**src/rtl/fifo_wr_arbiter.sv**
```systemverilog
// Round-robin arbiter sharing the single FIFO write port among N_REQ producers.
// One producer owns the port for up to BURST accepted beats; ownership rotates
// with the previous owner at lowest priority, and handover costs no bubble cycle.
module fifo_wr_arbiter #(
  parameter int unsigned WIDTH = 4,
  parameter int unsigned N_REQ = 4,
  parameter int unsigned BURST = 4,
  parameter int unsigned CNT_W = 16
) (
  input  logic                       clk_in,
  input  logic                       rst_n,
  input  logic [N_REQ-1:0]           req,
  input  logic [N_REQ*WIDTH-1:0]     req_data,
  output logic [N_REQ-1:0]           ack,
  output logic [N_REQ-1:0]           gnt,
  output logic [$clog2(N_REQ)-1:0]   owner,
  output logic                       fifo_wr_rq,
  output logic [WIDTH-1:0]           fifo_wdata,
  input  logic                       fifo_full,
  output logic [CNT_W-1:0]           beat_total
);

  localparam int unsigned OW = $clog2(N_REQ);
  localparam int unsigned CW = $clog2(BURST + 1);

  localparam logic [0:0] StIdle = 1'b0;
  localparam logic [0:0] StOwn  = 1'b1;

  logic [0:0]       state_q, state_d;
  logic [N_REQ-1:0] gnt_q, gnt_d;
  logic [OW-1:0]    owner_q, owner_d;
  logic [OW-1:0]    last_owner_q, last_owner_d;
  logic [CW-1:0]    beat_cnt_q, beat_cnt_d;
  logic [CNT_W-1:0] beat_total_q, beat_total_d;

  logic             owner_req;
  logic             beat;
  logic             burst_end;
  logic             handover;
  logic             any_req;
  logic [OW-1:0]    arb_base;
  logic [OW-1:0]    cand;
  logic [OW-1:0]    win_idx;
  logic             win_found;
  logic [N_REQ-1:0] win_onehot;

  assign owner_req = req[owner_q];
  // No beat is allowed while reset is held, so nothing reaches the FIFO.
  assign beat      = (state_q == StOwn) & owner_req & ~fifo_full & rst_n;
  assign burst_end = beat & (beat_cnt_q == CW'(BURST - 1));
  assign handover  = (state_q == StOwn) & (burst_end | ~owner_req);
  assign any_req   = |req;

  // On handover the current owner becomes the lowest-priority requester, so it
  // is re-granted only when it is the sole requester.
  assign arb_base  = (state_q == StOwn) ? owner_q : last_owner_q;

  // Round-robin scan starting one past arb_base, wrapping modulo N_REQ.
  always_comb begin
    win_idx   = arb_base;
    win_found = 1'b0;
    cand      = '0;
    for (int unsigned k = 1; k <= N_REQ; k++) begin
      cand = OW'((32'(arb_base) + k) % N_REQ);
      if (!win_found && req[cand]) begin
        win_idx   = cand;
        win_found = 1'b1;
      end
    end
  end

  assign win_onehot = N_REQ'(1) << win_idx;

  // Next-state: grant on arbitration, count beats, release on burst end or drop.
  always_comb begin
    state_d      = state_q;
    gnt_d        = gnt_q;
    owner_d      = owner_q;
    last_owner_d = last_owner_q;
    beat_cnt_d   = beat_cnt_q;
    beat_total_d = beat_total_q;

    if (beat) begin
      beat_total_d = beat_total_q + CNT_W'(1);
    end

    case (state_q)
      StIdle: begin
        if (win_found) begin
          state_d    = StOwn;
          gnt_d      = win_onehot;
          owner_d    = win_idx;
          beat_cnt_d = '0;
        end
      end
      StOwn: begin
        if (handover) begin
          last_owner_d = owner_q;
          if (win_found) begin
            gnt_d      = win_onehot;
            owner_d    = win_idx;
            beat_cnt_d = '0;
          end else begin
            state_d = StIdle;
            gnt_d   = '0;
          end
        end else if (beat) begin
          beat_cnt_d = beat_cnt_q + CW'(1);
        end
      end
      default: begin
        state_d = StIdle;
        gnt_d   = '0;
      end
    endcase
  end

  // State registers with synchronous active-low reset; producer 0 wins first.
  always_ff @(posedge clk_in) begin
    if (!rst_n) begin
      state_q      <= StIdle;
      gnt_q        <= '0;
      owner_q      <= '0;
      last_owner_q <= OW'(N_REQ - 1);
      beat_cnt_q   <= '0;
      beat_total_q <= '0;
    end else begin
      state_q      <= state_d;
      gnt_q        <= gnt_d;
      owner_q      <= owner_d;
      last_owner_q <= last_owner_d;
      beat_cnt_q   <= beat_cnt_d;
      beat_total_q <= beat_total_d;
    end
  end

  // Write data always follows the owner's slice, even without a beat.
  always_comb begin
    fifo_wdata = '0;
    for (int unsigned i = 0; i < N_REQ; i++) begin
      if (owner_q == OW'(i)) begin
        fifo_wdata = req_data[i*WIDTH +: WIDTH];
      end
    end
  end

  assign fifo_wr_rq = beat;
  assign ack        = beat ? gnt_q : '0;
  assign gnt        = gnt_q;
  assign owner      = owner_q;
  assign beat_total = beat_total_q;

endmodule

```
**config.mk**
```make
export PLATFORM = sky130hd
export DESIGN_NAME = fifo_wr_arbiter
export DESIGN_NICKNAME = d
export VERILOG_FILES = /design/src/rtl/fifo_wr_arbiter.sv
export SDC_FILE = /design/constraint.sdc
export NUM_CORES = 1
export LEC_CHECK = 0
export CAP_MARGIN = 20
export CORE_ASPECT_RATIO = 1.75
export CORE_MARGIN = 3
export CORE_UTILIZATION = 46
export CTS_CLUSTER_SIZE = 20
export DETAILED_ROUTE_END_ITERATION = 10
export GPL_ROUTABILITY_DRIVEN = 0
export PLACE_DENSITY = 0.9
export SLEW_MARGIN = 20
export SYNTH_ARGS = -nofsm -noshare
export SYNTH_HDL_FRONTEND = slang
export SYNTH_SLANG_ARGS = --single-unit
```
**constraint.sdc**
```tcl
create_clock -name clk_in -period 2.33 [get_ports clk_in]
set_input_delay 0.466 -clock clk_in [delete_from_list [all_inputs] [get_ports clk_in]]
set_output_delay 0.466 -clock clk_in [all_outputs]
set_load 0.02 [all_outputs]
```
[After elaboration in Yosys (flattened, before gate mapping)]
Cells that the tools add are included.
Word-level totals
  register bits after elaboration: 28
  bits of input ports: 23
  output and inout bits: 31
Cells by class
  $add $sub $neg: 6
  magnitude comparators: 5
  eq/ne operators: 7
  shift operators: 1
  mux-type cells: 38
  bitwise operators: 9
  reductions and logical operators: 9
Operators by type and width (number)
  $mux W4: 8
  $add A16 B1 Y16 const B: 1
  $lt A2 B3 Y1 const B: 5
  $mux W2: 7
  $mux W1: 11
  $bmux W1 S2: 5
  $mux W3: 3
  $pmux W4 S2: 1
  $pmux W3 S2: 1
  $and A1 B1 Y1: 5
  $add A2 B1 Y2 const B: 2
  $add A2 B2 Y2 const B: 2
  $eq A2 B2 Y1 const B: 2
  $pmux W2 S2: 1
  $reduce_and A2 Y1: 2
  $shl A1 B2 Y4 const A: 1
  $add A3 B1 Y3 const B: 1
  $eq A3 B2 Y1 const B: 1
  $logic_and A1 B1 Y1: 3
  $logic_not A1 Y1: 3
  $ne A3 B1 Y1 const B: 1
  $not A1 Y1: 3
  $eq A2 B1 Y1 const B: 1
  $logic_not A2 Y1: 1
  4 further kinds: 4

[Logic depth before layout (Yosys ltp)]
  word-level depth: 18
  depth in mapped cells: 7
  mapped depth without buffers: 6

[Least setup slack after synthesis]
Ideal clock, no wire load.
  path type: reg2out
  start point: reg owner_q[0] (netlist: owner[0])
  end point: out ack[0]
  arrival time: 1.511 ns
  data required time: 1.864 ns
  setup slack: 0.353 ns
  stages on the path, launching flop included: 6
  path buffers: 2
  path through: dfxtp_1 mux2_2 a22oi_2 buf_6 buf_2 nor2_1
Between the ends
  longest elaborated chain between the ends: 6
RTL lines
  start, declared: RTL line 31  | logic [OW-1:0] owner_q, owner_d;
  start signal, assigned: RTL line 130  | owner_q <= owner_d;
  $bmux W1 S2: RTL line 47  | assign owner_req = req[owner_q];
  $mux W1 (implied by the code): RTL line 47
  $and A1 B1 Y1 (3 in a row): RTL line 49  | assign beat = (state_q == StOwn) & owner_req & ~fifo_full & rst_n;
  $mux W4: RTL line 148  | assign ack = beat ? gnt_q : '0;
  end, declared: RTL line 14  | output logic [N_REQ-1:0] ack,
No other way between the ends. The select of a mux whose other input is x is not followed.

[Worst setup path after layout]
  start point: in req[2]
  end point: out fifo_wr_rq
Between the ends
  longest elaborated chain between the ends: 5
RTL lines
  start, declared: RTL line 12  | input logic [N_REQ-1:0] req,
  $bmux W1 S2: RTL line 47
  $mux W1 (implied by the code): RTL line 47
  $and A1 B1 Y1 (3 in a row): RTL line 49
  end, declared: RTL line 17  | output logic fifo_wr_rq,
No other way between the ends. The select of a mux whose other input is x is not followed.

==> flow_summary.json <==
{
  "maxCapViolations": 0,
  "crit_path_end": "fifo_wr_rq",
  "finalSetupTns_ns": 0,
  "nNetsFinal": 284,
  "ys_types": 49,
  "drt_wl_total_mm": 4.30,
  "grt_util_met3": 0.0293,
  "final.setup.worst_slack_ns": 0.0851,
  "worstPathArrival_ns": 1.78,
  "vias_per_cell": 5.87,
  "port_buffers": 53,
  "area.sequential_sq_um": 562,
  "track_usage": 0.205,
  "multiInputGateArea_sq_mm": 0.00104,
  "final_cell_mix": "40 x clkdlybuf4s50_1, 27 x dfxtp_1, 21 x buf_4",
  "worstPathRequired_ns": 1.86,
  "grt-ovfl-total": 0,
  "rows": 28,
  "grt_pass1_wl_mm": 7.20,
  "use_met1": 0.198,
  "fin_crit_ns": 2.24,
  "slew-limit-headroom": 0.703,
  "cts.path.max_buffers": 2,
  "p_sw_uw": 396,
  "drive_gt1_frac": 0.167,
  "fin_crit_sh": 0.963,
  "cp.depth": 6,
  "cp_slowest_cell": "clkdlybuf4s50_1",
  "setup_viol": 0,
  "clkLatencyLatePin_ns": 0.27,
  "fp.dieW_um": 52.0,
  "p_per_area_mw_per_mm2": 533,
  "final_common_cell": "clkdlybuf4s50_1",
  "drv_slew": 0,
  "start_util": 0.492,
  "ir_drop_uv": 363,
  "switching_share": 0.305,
  "synth_edf_count": 0,
  "rsz0062_at_grt": "false",
  "synth_area_sq_mm": 0.00171,
  "power_frac_comb": 0.353,
  "numCtsBuffers": 3,
  "postSynthCellCount": 191,
  "timing.final.hold_violations": 0,
  "async_reset_ff_frac": 0,
  "grt_max_degree": 27,
  "r2r-end": "gnt[0]",
  "worstPathCellList": "clkdlybuf4s50_1, mux2_4, a22oi_2, buf_4, inv_1, buf_2",
  "pre_cts_slack_ns": -0.392,
  "drt_iter0_drc": 34,
  "cts_tree": "done",
  "cpPeakStageDelay_ns": 0.42,
  "r2r-start": "state_q",
  "total_power_uw": 1300,
  "fillCellCount": 259,
  "cts_htree_levels": 1,
  "status": "finished clean",
  "cts_sinks": 28,
  "cp_max_fo": 4,
  "seq_power_share": 0.415,
  "antenna_found_initial": 0,
  "gr-max-usage-layer": "met2",
  "critPathLaunchType": "input pin",
  "drt-pass1-iter-count": 4,
  "ant_nets": 0,
  "synth_area_per_cell_sq_um": 8.93,
  "synth-seq-cells": 28,
  "worst_pin_slew_ns": 0.441,
  "hold_path_class": "reg -> reg",
  "stdcell_count": 302,
  "die_y_um": 86.5,
  "power_frac_clock": 0.232,
  "io_pins": 54,
  "synth_top_flop_cell": "dfxtp_1",
  "skew_ns": 0.00443,
  "endpoint_kind": "output pin",
  "ys_seq_area_frac": 0.329,
  "crit_family": "buffers and inverters",
  "fin_area_sq_mm": 0.00243,
  "syn2layout_area_growth_pct": 42.6,
  "p_int_uw": 900,
  "p_leak_uw": 0.000940,
  "r2r_slack_ns": 0.33,
  "wire_per_inst_um": 14.2,
  "grtUsageMet2": 0.414,
  "vias": 1772,
  "synth_nets": 217,
  "place_area_sq_mm": 0.00236,
  "worstSetupStartpoint": "req[2]",
  "root_buffer": "clkbuf_8",
  "holdBufCountCts": 0,
  "route.detailed.drc": 0,
  "fmax_mhz": 445,
  "clk_pin_slew_ns": 0.09,
  "crit_buf_inv": 4,
  "dieArea_sq_mm": 0.00450,
  "dpl.hpwl_mm": 3.53,
  "crit_type": "in -> out",
  "yosysWarnings": 0,
  "core_sq_mm": 0.00347,
  "antennaDiodeCount": 0,
  "grt_pass1_vias": 1738,
  "reg2reg_depth": 5,
  "dp_cells": 294
}
## power groups by stage
stage	Combinational, uW	Sequential [uW]	Clock (uW)
after floorplan	254	562	0
after global placement	454	545	0
after detailed placement	465	547	0
after CTS	458	536	307
after global routing	493	543	320
final	458	537	300
## worst min-delay path by stage
stage / startpoint / end / depth (start not counted)
3_5_place_dp: last_owner_q[1] / last_owner_q[1] / 2
5_1_grt: gnt[2] / gnt[2] / 2
3_3_place_gp: last_owner_q[1] / last_owner_q[1] / 2
4_1_cts: gnt[2] / gnt[2] / 2
2_1_floorplan: last_owner_q[1] / last_owner_q[1] / 2
6_report: gnt[3] / gnt[3] / 2
## kinds of logic (layout without fill, tap and decap cells)
| group | after synthesis | after routing | share of synthesized area |
|---|---|---|---|
| AO/OA/AOI/OAI | 50 | 50 | 0.202 |
| multiplexers | 17 | 17 | 0.148 |
| adder cells (fa/ha/maj) | 3 | 3 | 0.0220 |
| buffers and inverters | 22 | 88 | 0.0682 |
| flip-flops | 28 | 28 | 0.329 |
| AND/OR/NAND/NOR | 71 | 71 | 0.231 |
## flip-flops by register name (all words and copies together), names as in the netlist
register,count
beat_cnt_q,3
beat_total,16
gnt,4
last_owner_q,2
owner,2
state_q,1
## layer usage
metal  wire, um  vias to the layer above
met5          0                        -
met4         96                        0
met3        249                        9
met2       2440                       67
met1       1520                      836
li1           -                      860
## through the flow
step	util	hold slack, ns
floorplan	-	0.441
global placement	0.680	0.451
detailed placement	0.680	0.471
CTS	0.696	0.491
global route	0.701	0.506
finish	0.701	0.491
## synth_stat cells (4+ instances only)
master     n  area share
or4_1      7       0.031
dfxtp_1   28        0.33
mux4_2     4       0.053
o21ai_0    8       0.023
nor4_1     4       0.015
nand3_1    4       0.012
o32ai_1    5       0.026
inv_1      9       0.020
buf_2      4       0.012
nand2b_1   4       0.015
a21oi_1   13       0.038
nor2_1    10       0.022
o31ai_1    7       0.031
mux2i_1    8       0.047
nand2_1   17       0.037
or3_1      5       0.018
nand4_1    5       0.018
## area by class of cell
class | instances | area share
clock buffers | 4 | 0.0226
inverters | 9 | 0.0139
multi-input cells | 141 | 0.426
flip-flops and latches | 28 | 0.231
well taps | 45 | 0.0232
repair buffers | 75 | 0.283
## tightest hold or removal path, stage by stage (launching register included)
cell	delay [ns]
dfxtp_1	0.32
inv_1	0.07
o32ai_1	0.06
## what timing repair did
action | CTS | global route
pin swaps | 1 | 1
buffers inserted | 4 | 0
resized for setup | 25 | 6
setup endpoints to repair | 9 | 5
Power figures use the tool's default switching activity.
